--- config.mk ---
export PLATFORM = sky130hd
export DESIGN_NAME = ex_stage
export DESIGN_NICKNAME = d
export VERILOG_FILES = /design/src/rtl/types.sv /design/src/rtl/fw_unit.sv /design/src/rtl/ex_stage.sv
export SDC_FILE = /design/constraint.sdc
export NUM_CORES = 1
export LEC_CHECK = 0
export ABC_AREA = 1
export BUFFER_PORTS_ARGS = -buffer_cell sky130_fd_sc_hd__buf_4
export CAP_MARGIN = 10
export CORE_MARGIN = 4
export CORE_UTILIZATION = 44
export DETAILED_ROUTE_END_ITERATION = 7
export GPL_TIMING_DRIVEN = 1
export HOLD_SLACK_MARGIN = 0.06
export PLACE_DENSITY_LB_ADDON = 0.25
export SLEW_MARGIN = 15
export SYNTH_ARGS = -nofsm -noshare
export SYNTH_HDL_FRONTEND = slang
export SYNTH_SLANG_ARGS = --single-unit
--- constraint.sdc ---
create_clock -name clk -period 5 [get_ports clk]
set_input_delay 0.5 -clock clk [delete_from_list [all_inputs] [get_ports clk]]
set_output_delay 0.5 -clock clk [all_outputs]
set_load 0.05 [all_outputs]
--- src/rtl/types.sv ---
// ============================================================================
// types : shared widths, selects and pipeline bundles for the core
// Revision 1.0
// ============================================================================
`default_nettype none

package types;

  typedef logic [31:0] u32_t;
  typedef logic [4:0]  regaddr_t;

  localparam regaddr_t REG_ZERO = 5'd0;

  // 2'b11 is not named; consumers treat it as SEL_ZERO.
  typedef enum logic [1:0] {
    SEL_ZERO   = 2'b00,
    SEL_IA_IMM = 2'b01,
    SEL_REG    = 2'b10
  } sel_t;

  typedef enum logic [1:0] {
    FW_SEL_ID_EX  = 2'b00,
    FW_SEL_EX_MEM = 2'b01,
    FW_SEL_MEM_WB = 2'b10
  } fw_sel_t;

  typedef struct packed {
    u32_t       ia_plus_4;
    u32_t       imm;
    logic [1:0] shift;
    sel_t       a_sel;
    sel_t       b_sel;
    regaddr_t   ra_addr;
    regaddr_t   rb_addr;
    regaddr_t   rd_addr;
    u32_t       ra_data;
    u32_t       rb_data;
  } ex_params_t;

  typedef struct packed {
    u32_t     ia_plus_4;
    u32_t     result;
    u32_t     store_data;
    regaddr_t rd_addr;
  } mem_params_t;

endpackage

`default_nettype wire

--- src/rtl/fw_unit.sv ---
// ============================================================================
// fw_unit : operand forwarding select for one register source
// Revision 1.0
// ============================================================================
`default_nettype none

module fw_unit
  import types::*;
(
  input  regaddr_t addr,
  input  logic     exmem_valid,
  input  regaddr_t exmem_rd_addr,
  input  logic     wb_valid,
  input  regaddr_t wb_rd_addr,
  output fw_sel_t  sel
);

  // r0 is hard-wired, so it never takes a forwarded value.
  always_comb begin
    sel = FW_SEL_ID_EX;
    if (addr != REG_ZERO) begin
      if (exmem_valid && (exmem_rd_addr == addr)) begin
        sel = FW_SEL_EX_MEM;
      end else if (wb_valid && (wb_rd_addr == addr)) begin
        sel = FW_SEL_MEM_WB;
      end
    end
  end

endmodule

`default_nettype wire

--- src/rtl/ex_stage.sv ---
// ============================================================================
// ex_stage : ID/EX register, operand forwarding, adder and EX/MEM register
// Revision 1.0
// ============================================================================
`default_nettype none

module ex_stage
  import types::*;
(
  input  logic        clk,
  input  logic        rst_n,
  input  logic        in_valid,
  output logic        in_ready,
  input  ex_params_t  in_params,
  input  logic        flush,
  input  logic        wb_valid,
  input  regaddr_t    wb_rd_addr,
  input  u32_t        wb_data,
  output logic        out_valid,
  input  logic        out_ready,
  output mem_params_t out_params
);

  logic       idex_valid;
  ex_params_t idex;
  logic       advance;
  fw_sel_t    ra_sel;
  fw_sel_t    rb_sel;
  u32_t       ra_fwd;
  u32_t       rb_fwd;
  u32_t       op_a;
  u32_t       op_b;
  u32_t       result;

  assign advance  = idex_valid && (!out_valid || out_ready);
  assign in_ready = !idex_valid || advance;

  fw_unit u_fw_ra (
    .addr          (idex.ra_addr),
    .exmem_valid   (out_valid),
    .exmem_rd_addr (out_params.rd_addr),
    .wb_valid      (wb_valid),
    .wb_rd_addr    (wb_rd_addr),
    .sel           (ra_sel)
  );

  fw_unit u_fw_rb (
    .addr          (idex.rb_addr),
    .exmem_valid   (out_valid),
    .exmem_rd_addr (out_params.rd_addr),
    .wb_valid      (wb_valid),
    .wb_rd_addr    (wb_rd_addr),
    .sel           (rb_sel)
  );

  always_comb begin
    ra_fwd = idex.ra_data;
    rb_fwd = idex.rb_data;
    case (ra_sel)
      FW_SEL_EX_MEM: ra_fwd = out_params.result;
      FW_SEL_MEM_WB: ra_fwd = wb_data;
      default:       ra_fwd = idex.ra_data;
    endcase
    case (rb_sel)
      FW_SEL_EX_MEM: rb_fwd = out_params.result;
      FW_SEL_MEM_WB: rb_fwd = wb_data;
      default:       rb_fwd = idex.rb_data;
    endcase
  end

  always_comb begin
    op_a = '0;
    op_b = '0;
    case (idex.a_sel)
      SEL_IA_IMM: op_a = idex.ia_plus_4;
      SEL_REG:    op_a = ra_fwd;
      default:    op_a = '0;
    endcase
    case (idex.b_sel)
      SEL_IA_IMM: op_b = idex.imm << {idex.shift, 3'b000};
      SEL_REG:    op_b = rb_fwd;
      default:    op_b = '0;
    endcase
  end

  assign result = op_a + op_b;

  always_ff @(posedge clk) begin
    if (!rst_n) begin
      idex_valid <= 1'b0;
      idex       <= '0;
      out_valid  <= 1'b0;
      out_params <= '0;
    end else if (flush) begin
      idex_valid <= 1'b0;
      out_valid  <= 1'b0;
    end else begin
      if (advance) begin
        out_params.ia_plus_4  <= idex.ia_plus_4;
        out_params.result     <= result;
        out_params.store_data <= rb_fwd;
        out_params.rd_addr    <= idex.rd_addr;
        out_valid             <= 1'b1;
      end else if (out_ready) begin
        out_valid <= 1'b0;
      end

      if (in_valid && in_ready) begin
        idex       <= in_params;
        idex_valid <= 1'b1;
      end else if (advance) begin
        idex_valid <= 1'b0;
      end else if (idex_valid) begin
        // Stalled: capture a retiring writer before MEM/WB moves on.
        if (ra_sel == FW_SEL_MEM_WB) idex.ra_data <= wb_data;
        if (rb_sel == FW_SEL_MEM_WB) idex.rb_data <= wb_data;
      end
    end
  end

endmodule

`default_nettype wire
==> impl.org, run 1 <==
** Synthesis
- In this run, synthesis produced a sequential element count of 252.
- The synthesized netlist occupies a cell area of 14730 sq um.
- Yosys mapped the design onto 42 distinct sky130hd cell types.
- Portion of the post-synthesis area used by sequential elements :: 34.24%
- Dividing the synthesized area by the synthesized cell count gives 6.367 sq um.
- The cell count after synthesis came out at 2314.
- Synth Net Count :: 2546
- Number of warnings issued by yosys :: 0

** Timing
- Clock period minus worst slack :: 4.535 ns
- Setup repair after global routing left no endpoint under its margin.
- Achievable Freq :: 220.5 MHz
- The count of final hold-check violations was 0.
- Across the routed clock network, the largest skew measured is 0.01169 ns.
- Final number of setup-violating endpoints :: 0
- In the finished design, the share of the clock period the worst path needs comes to about nine tenths.
- Across all hold checks on the routed design, the worst slack comes to 0.2231 ns.
- Fin. max-slew vios :: 0
- Setup slack of the critical path after layout :: 0.4650 ns
- For the pin with the worst max-slew slack, the measured transition is around 1.2 ns.
- Final total negative setup slack :: 0 ns
- Measured against its own limit, the worst slew margin works out to ~21%.

** Worst setup path
- In this run the worst path has a maximum fanout of 20.
- STA classifies the critical path endpoint as a flip-flop.
- Data on the critical path is required at its endpoint by 5.45 ns.
- CP max stage cell :: sky130_fd_sc_hd__ha_1
- For the worst setup path, the data arrival time is 4.99 ns.
- The worst setup path is launched from a flip-flop.
- Worst-case reg-to-reg path depth :: 22
- The worst register-to-register path has a setup slack of 0.46 ns.
- Max incr delay on CP :: 0.49 ns
- The setup path with the least slack is of type reg -> reg.
- Cells traversed along the worst timing path :: inv_1 > a221oi_1 > nand3_1 > nand2_1 > inv_1 > ha_1 > buf_4 > a221o_1 > o21ai_0 > nor2_1 > nor2_1 > nor2_1 > ha_1 > nand2_1 > nor2_1 > inv_1 > nor3_1 > nand2_1 > nand3_1 > nand3_1 > nand2_1 > inv_1

** Clock network
- Number of levels the H-tree was split into :: 1
- Post-CTS Setup Inserts :: 0
- Count of cells resized by post-cts repair :: 0
- Later-pin clock latency in the skew report :: around 0.56 ns
- Root buffer cell :: sky130_fd_sc_hd__clkbuf_16
- Count of clock tree sinks :: 252
- Clk pin slew, worst setup/hold paths :: 0.06 ns
- Hold buffers post-CTS :: 0
- In this run, CTS created clock tree buffers numbering 28.
- TritonCTS built the clock tree.
- In this run the deepest clock path goes through 3 buffers.

** Placed design
- Port Buffers :: 294
- Routability congestion estimate :: 0.9728
- Summing all placed instances gives a cell area of 17120 sq um.
- Worst setup timing slack at the placement stage :: about 0.30 ns
- Estimated wirelength of the detail-placed design :: 44760 um
- Cell total after placement :: 2937

** Detailed routing
- DR vias/cell :: 5.420
- Remaining routing DRC violations :: 0
- Drt pass-1 iters :: 6
- Drt wl/cell :: 19.43 um
- DRC marker count from the first detailed-route iteration :: 1280
- The detail route stage leaves a number of antenna-violating nets equal to 0.
- Detailed Route WL :: about 58000 um
- Routed via count :: ~16k

** Power and ir drop
- Dividing total power by cell area gives a power density of 284.0 nW/um^2.
- Power comes to 5.126 mW.
- IR Drop Worst-Case VDD :: 0.0002590 V
- Leak pwr :: ~8.3 nW

** Die
- Die width :: around 190 um
- For this design the top-level I/O count stands at 295.
- Placeable core area :: 32780 sq um
- Row cnt :: 66
- The die is 191.0 um tall.
- Initial standard-cell utilization of the core :: 44.94%
- Total Die Area :: 36480 sq um

** GRT
- GRT Resource Usage Total :: between 30% and 40%
- The initial antenna violation count was 0.
- Via count of the first global-routing pass :: about 15k
- Maximum number of pins on one net before global-route repair :: 107
- Total congestion overflow after global routing :: 0
- First-pass GRT wire length :: 87080 um

** Final layout
- Final std cells w/o fill :: 2990
- Relative to the synthesized area, the layout overhead comes to 22.51%.
- The post-route netlist has 15.67% of its cells at a drive strength greater than 1.
- Fill cells in the final layout number 3333.
- The net count of the finished layout is 2757.
- Final core utilization :: between 50% and 60%
- After routing the design area is 18050 sq um.

** Job
- Across the run, the number of max-cap violations was 0.

** Min path
- Worst hold-check path type :: in -> reg
- Worst Hold Path Cells :: 3

** Outcome
- Status :: finished, final reports clean
-- flip-flops by register name, summed over array words and instances, names as in the netlist --
name	cells
idex	149
out_params	101
idex_valid	1
out_valid	1
-- path summary, 6_finish.rpt --
path | startpoint | endpoint
worst max-delay path | idex[69] | out_params[64]
worst min-delay path | in_params[131] | idex[131]
worst max register to register | idex[69] | out_params[64]
worst min register to register | idex[115] | idex[115]
-- metal layers --
| metal | global-route usage, % | wire (um) | vias to the layer above | share of wire [%] |
|---|---|---|---|---|
| li1 | - | - | 7963 | - |
| met1 | 38.72 | 24010 | 7501 | 41 |
| met2 | 52.49 | 27820 | 619 | 48 |
| met3 | 3.871 | 3590 | 122 | 6.2 |
| met4 | 12.10 | 2667 | 0 | 4.6 |
| met5 | 0 | 0 | - | 0 |
-- power by group --
part | switching, mW | internal (mW) | leakage, nW
combinational | 0.545 | 0.289 | 5.74
sequential | 0.0750 | 2.12 | 2.07
clock | 0.869 | 1.23 | 0.465
total | 1.49 | 3.64 | 8.27
-- final cells by class --
cell class                 instances  area (sq um)  area share, %
clock buffer                      44         862.1          4.776
multi-input combinational       1567          7755          42.96
sequential                       252          5045          27.95
clock inverter                     8         65.06         0.3604
inverter                         352          1324          7.333
tap                              442         553.0          3.064
timing repair buffer             324          2445          13.54
antenna                            1         2.502        0.01386
-- worst max-delay path: cells and delay by family (launching register included) --
family	cells	cell delay [ns]
buffers and inverters	5	0.63
adder cells (fa/ha/maj)	2	0.95
AND/OR/NAND/NOR	12	1.56
flip-flops	1	0.38
AO/OA/AOI/OAI	3	0.90
-- cell usage after synthesis (all sizes together) --
| cell type | count | area share [%] |
|---|---|---|
| nand2 | 505 | 13 |
| a21oi | 357 | 12 |
| inv | 352 | 9.0 |
| o21ai | 339 | 12 |
| dfxtp | 252 | 34 |
| nand3 | 137 | 4.7 |
| clkbuf | 82 | 2.1 |
| nor2 | 76 | 2.0 |
| buf | 61 | 2.1 |
| ha | 39 | 3.3 |
| or2 | 28 | 1.2 |
| o211ai | 15 | 0.76 |
| xor2 | 14 | 0.83 |
| nand4 | 8 | 0.34 |
| a221o | 7 | 0.48 |
| a31oi | 7 | 0.30 |
| a221oi | 6 | 0.36 |
| nor3 | 6 | 0.28 |
| xnor2 | 5 | 0.30 |
| a22oi | 4 | 0.20 |
| o21bai | 3 | 0.15 |
| o22ai | 3 | 0.13 |
| a211oi | 2 | 0.10 |
| nor4 | 2 | 0.085 |
| a21o | 1 | 0.051 |
| a22o | 1 | 0.059 |
| fa | 1 | 0.14 |
| o2111ai | 1 | 0.059 |
-- cell usage in the layout, fill, tap and decap left out, types with 8 or more instances in the layout --
cell type and instances:
sky130_fd_sc_hd__a21oi_1 356, sky130_fd_sc_hd__buf_4 323, sky130_fd_sc_hd__clkbuf_16 29, sky130_fd_sc_hd__clkbuf_8 8, sky130_fd_sc_hd__dfxtp_1 252, sky130_fd_sc_hd__ha_1 39, sky130_fd_sc_hd__inv_1 347, sky130_fd_sc_hd__nand2_1 504
sky130_fd_sc_hd__nand3_1 136, sky130_fd_sc_hd__nand4_1 8, sky130_fd_sc_hd__nor2_1 75, sky130_fd_sc_hd__o211ai_1 15, sky130_fd_sc_hd__o21ai_0 316, sky130_fd_sc_hd__o21ai_1 21, sky130_fd_sc_hd__or2_1 10, sky130_fd_sc_hd__or2_2 18
sky130_fd_sc_hd__xor2_1 14
-- logic make-up (layout without fill, tap and decap cells) --
family | after synthesis | in the layout | synth area share, %
other | 0 | 1 | 0
buffers and inverters | 495 | 728 | 13.23
DFF | 252 | 252 | 34.24
adders and majority gates | 40 | 40 | 3.448
xor gates and xnor gates | 19 | 19 | 1.129
and+or+nand+nor | 762 | 762 | 21.48
AOI/OAI and AO/OA | 746 | 746 | 26.47
Note: power is estimated with default switching activity, not from simulation.
==> run 2: changes to the inputs <==
Settings changed: PLACE_DENSITY from default to 0.66, PLACE_DENSITY_LB_ADDON 0.25 to default, SYNTH_HIERARCHICAL from default to 1.
Clock period 5 ns to 4.8 ns, I/O delays scaled along.
==> impl.org, run 2 <==
** Detailed routing
- Drt wl/cell :: 19.81 um (was 19.43 um)
- DRC marker count from the first detailed-route iteration :: 1359 (was 1280)
- The remaining antenna violation count after routing came to 0 (unchanged).
- The first-pass iteration count of the detailed router was 8 (was 6).
- Remaining routing DRC violations :: 0 (unchanged)
- The total wire length after detailed routing came to 61300 um (was 58080 um).
- The via count of the routed design came to 16.49k (was 16.21k).
- DR vias/cell :: 5.329 (was 5.420)

** Timing
- The final clock period utilization by the worst path came to 91.58% (was 90.70%).
- Worst-case headroom to the max-slew limit :: 25.03% (was 20.60%)
- Fin. max-slew vios :: 0 (unchanged)
- The count of final hold-check violations came to 0 (unchanged).
- Unrepaired setup endpoints after global routing :: false (unchanged)
- Final number of setup-violating endpoints :: 0 (unchanged)
- The worst setup margin is 0.4041 ns (was 0.4650 ns).
- Actual slew at the worst max-slew pin :: 1.125 ns (was 1.191 ns)
- Final total negative setup slack :: 0 ns (unchanged)
- The maximum frequency from static timing analysis came to 227.5 MHz (was 220.5 MHz).
- The shortest clock period the worst path allows after layout was 4.396 ns (was 4.535 ns).
- Clk_skew :: 0.02069 ns (was 0.01169 ns)

** Synthesis
- Portion of the post-synthesis area used by sequential elements :: 33.69% (was 34.24%)
- The post-synthesis cell area was 14970 sq um (was 14730 sq um).
- The net count after synthesis was 2615 (was 2546).
- The area fraction of the dominant cell type after synthesis was 33.69% (was 34.24%).
- The number of instances in the synthesized netlist is 2383 (was 2314).
- The total of warnings raised by yosys is 6 (was 0).
- The main flop type after synthesis is sky130_fd_sc_hd__dfxtp_1 (unchanged).
- The number of enable flip-flop cells after synthesis came to 0 (unchanged).
- Average footprint of a synthesized cell :: 6.283 sq um (was 6.367 sq um)
- Commonest cells in the netlist: 559 x sky130_fd_sc_hd__nand2_1, 361 x sky130_fd_sc_hd__inv_1, 346 x sky130_fd_sc_hd__a21oi_1 (was 504 x sky130_fd_sc_hd__nand2_1, 356 x sky130_fd_sc_hd__a21oi_1, 347 x sky130_fd_sc_hd__inv_1).
- The async set or reset register ratio after synthesis is 0% (unchanged).
- The cell with the most instances after synthesis was sky130_fd_sc_hd__nand2_1 (unchanged).
- Synthesized flop and latch total :: 252 (unchanged)
- Top post-synthesis cells by area: sky130_fd_sc_hd__dfxtp_1 34%, sky130_fd_sc_hd__nand2_1 14%, sky130_fd_sc_hd__a21oi_1 12%, sky130_fd_sc_hd__o21ai_0 10%, sky130_fd_sc_hd__inv_1 9.0% (was sky130_fd_sc_hd__dfxtp_1 34%, sky130_fd_sc_hd__nand2_1 13%, sky130_fd_sc_hd__a21oi_1 12%, sky130_fd_sc_hd__o21ai_0 11%, sky130_fd_sc_hd__inv_1 8.8%).
- The cell type contributing the most total cell area after synthesis is sky130_fd_sc_hd__dfxtp_1 (unchanged).
- The number of distinct library cells after synthesis is 39 (was 42).

** GRT
- Initial antenna violation count :: 1 (was 0)
- Total congestion overflow after global routing :: 0 (unchanged)
- Maximum number of pins on one net before global-route repair :: 162 (was 107)
- First-pass GRT wire length :: 91440 um (was 87080 um)
- The total track usage was 31.91% (was 30.44%).
- Via count of the first global-routing pass :: 15.77k (was 15.39k)

** Min path
- Worst Hold Path Cells :: 2 (was 3)
- The worst min-delay path class is in -> reg (unchanged).

** Worst setup path
- Most used cell along the critical path :: sky130_fd_sc_hd__nand2_1
- The critical setup path kind is reg -> reg (unchanged).
- The minimum setup slack among reg-to-reg paths was 0.40 ns (was 0.46 ns).
- Max incr delay on CP :: 0.42 ns (was 0.49 ns)
- The startpoint class of the critical path is a flip-flop (unchanged).
- Worst-case reg-to-reg path depth :: 28 (was 22)
- The cell with the largest stage delay on the worst path was sky130_fd_sc_hd__ha_2 (was sky130_fd_sc_hd__ha_1).
- The critical-path maximum fanout came to 14 (was 20).
- Category of the worst setup path capture point :: flip-flop (unchanged)
- Critical path data required time :: 5.26 ns (was 5.45 ns)
- Arrival time at the worst endpoint :: 4.86 ns (was 4.99 ns)

** Clock network
- The buffer levels on the longest clock path is 3 (unchanged).
- The level count of the clock H-tree came to 1 (unchanged).
- Root buffer cell :: sky130_fd_sc_hd__clkbuf_16 (unchanged)
- The number of CTS-inserted buffers is 29 (was 28).
- Hold buffers post-CTS :: 0 (unchanged)
- The TritonCTS clock tree is done (unchanged).
- Clk pin slew, worst setup/hold paths :: 0.06 ns (about the same)
- Later-pin clock latency in the skew report :: 0.57 ns (was 0.56 ns)
- The total number of clock tree sinks came to 252 (unchanged).

** Final layout
- The growth of design area from synthesis to finish was 23.77% (was 22.51%).
- Largest registers: idex: 149 flops, out_params: 101 flops (unchanged).
- The number of nets in the layout is 2858 (was 2757).
- Commonest non-fill, non-tap cells in the layout: 559 x sky130_fd_sc_hd__nand2_1, 361 x sky130_fd_sc_hd__inv_1, 354 x sky130_fd_sc_hd__buf_4 (was 504 x sky130_fd_sc_hd__nand2_1, 356 x sky130_fd_sc_hd__a21oi_1, 347 x sky130_fd_sc_hd__inv_1).
- The ratio of cells with drive above 1 in the final layout was 17.12% (was 15.67%).
- The count of antenna diodes in the layout came to 0 (was 1).
- Register with the most flip-flops :: idex (unchanged)
- Number of flip-flops in the largest register :: 149 (unchanged)
- Filler instances :: 3476 (was 3333)
- Most common cell after layout, fill and taps aside :: sky130_fd_sc_hd__nand2_1 (unchanged)

** Placed design
- The port buffer count is 294 (unchanged).
- Worst setup timing slack at the placement stage :: 0.2307 ns (was 0.2963 ns)
- Routability congestion estimate :: 1.003 (was 0.9728)
- Estimated wirelength of the detail-placed design :: 47690 um (was 44760 um)

** Die
- The number of placement rows came to 67 (was 66).
- Total Die Area :: 37040 sq um (was 36480 sq um)
- The horizontal die dimension is 192.5 um (was 191.0 um).
- Placeable core area :: 33530 sq um (was 32780 sq um)
- The number of primary I/O pins is 295 (unchanged).
- The vertical die dimension was 192.5 um (was 191.0 um).
- The initial standard-cell utilization of the core came to 44.65% (was 44.94%).

** Power and ir drop
- The peak supply drop is 0.0003519 V (was 0.0002590 V).
- The total leakage power was 8.547 nW (was 8.275 nW).
- Total power per unit cell area :: 286.0 nW/um^2 (was 284.0 nW/um^2)

** Job
- The number of violations of the max-capacitance limit came to 0 (unchanged).

** Outcome
- Status :: finished, final reports clean (unchanged)
[run 2: repair_timing]
action / 4_1_cts / 5_1_grt
setup buffers: 0 / 0
resized for setup: 0 / 1
setup endpoints to repair: 0 / 2
[run 2: area by class of cell]
type	instances	area (sq um)	share of cell area, %
clock inverter	7	68.82	0.3713
sequential	252	5045	27.22
multi-input combinational	1612	7875	42.50
tap	448	560.5	3.025
inverter	371	1393	7.515
clock buffer	44	812.0	4.382
timing repair buffer	360	2778	14.99
[run 2: where the power goes]
part	total [mW]	internal [mW]	switching, mW
registers	2.29	2.21	0.0801
clock network	2.11	1.21	0.898
logic	0.902	0.320	0.582
[run 2: per-stage QoR]
stage               cells  hold WS [ns]  area, sq um  util [%]  power, mW
floorplan            2383        0.4200        14970         -      2.824
global placement     3043        0.4309        17650     52.63      3.215
detailed placement   3043        0.4359        17650     52.63      3.224
CTS                  3094        0.1185        18530     55.26      5.319
global route         3094        0.1337        18530     55.26      5.490
finish               3094        0.1342        18530     55.26      5.300
[run 2: cells by family after synthesis]
group                    after synthesis  share of synthesized area [%]
buffers and inverters                519                          13.85
adder cells (fa/ha/maj)               40                          3.393
XOR/XNOR                              17                         0.9944
AO/OA/AOI/OAI                        721                          24.92
flip-flops                           252                          33.69
AND/OR/NAND/NOR                      834                          23.16
[run 2: worst max-delay path, delay by kind of cell, from the launching register on]
kind	cells	cell delay, ns
simple gates	17	2.12
fa+ha+maj	2	0.75
buf+inv	6	0.62
compound gates	3	0.46
flops	1	0.35
[run 2: path summary, 6_finish.rpt]
path | from | to
setup / recovery | idex[70] | out_params[60]
hold / removal | flush | out_valid
setup reg to reg | idex[70] | out_params[60]
hold reg to reg | idex[16] | idex[16]
[run 2: layer usage]
layer	GRT usage [%]	routed length, um	share of wire [%]	up-vias
li1	-	-	-	8166
met1	42.37	26640	43	7624
met2	54.71	28570	47	593
met3	3.220	3813	6.2	105
met4	10.09	2277	3.7	0
met5	0	0	0	-
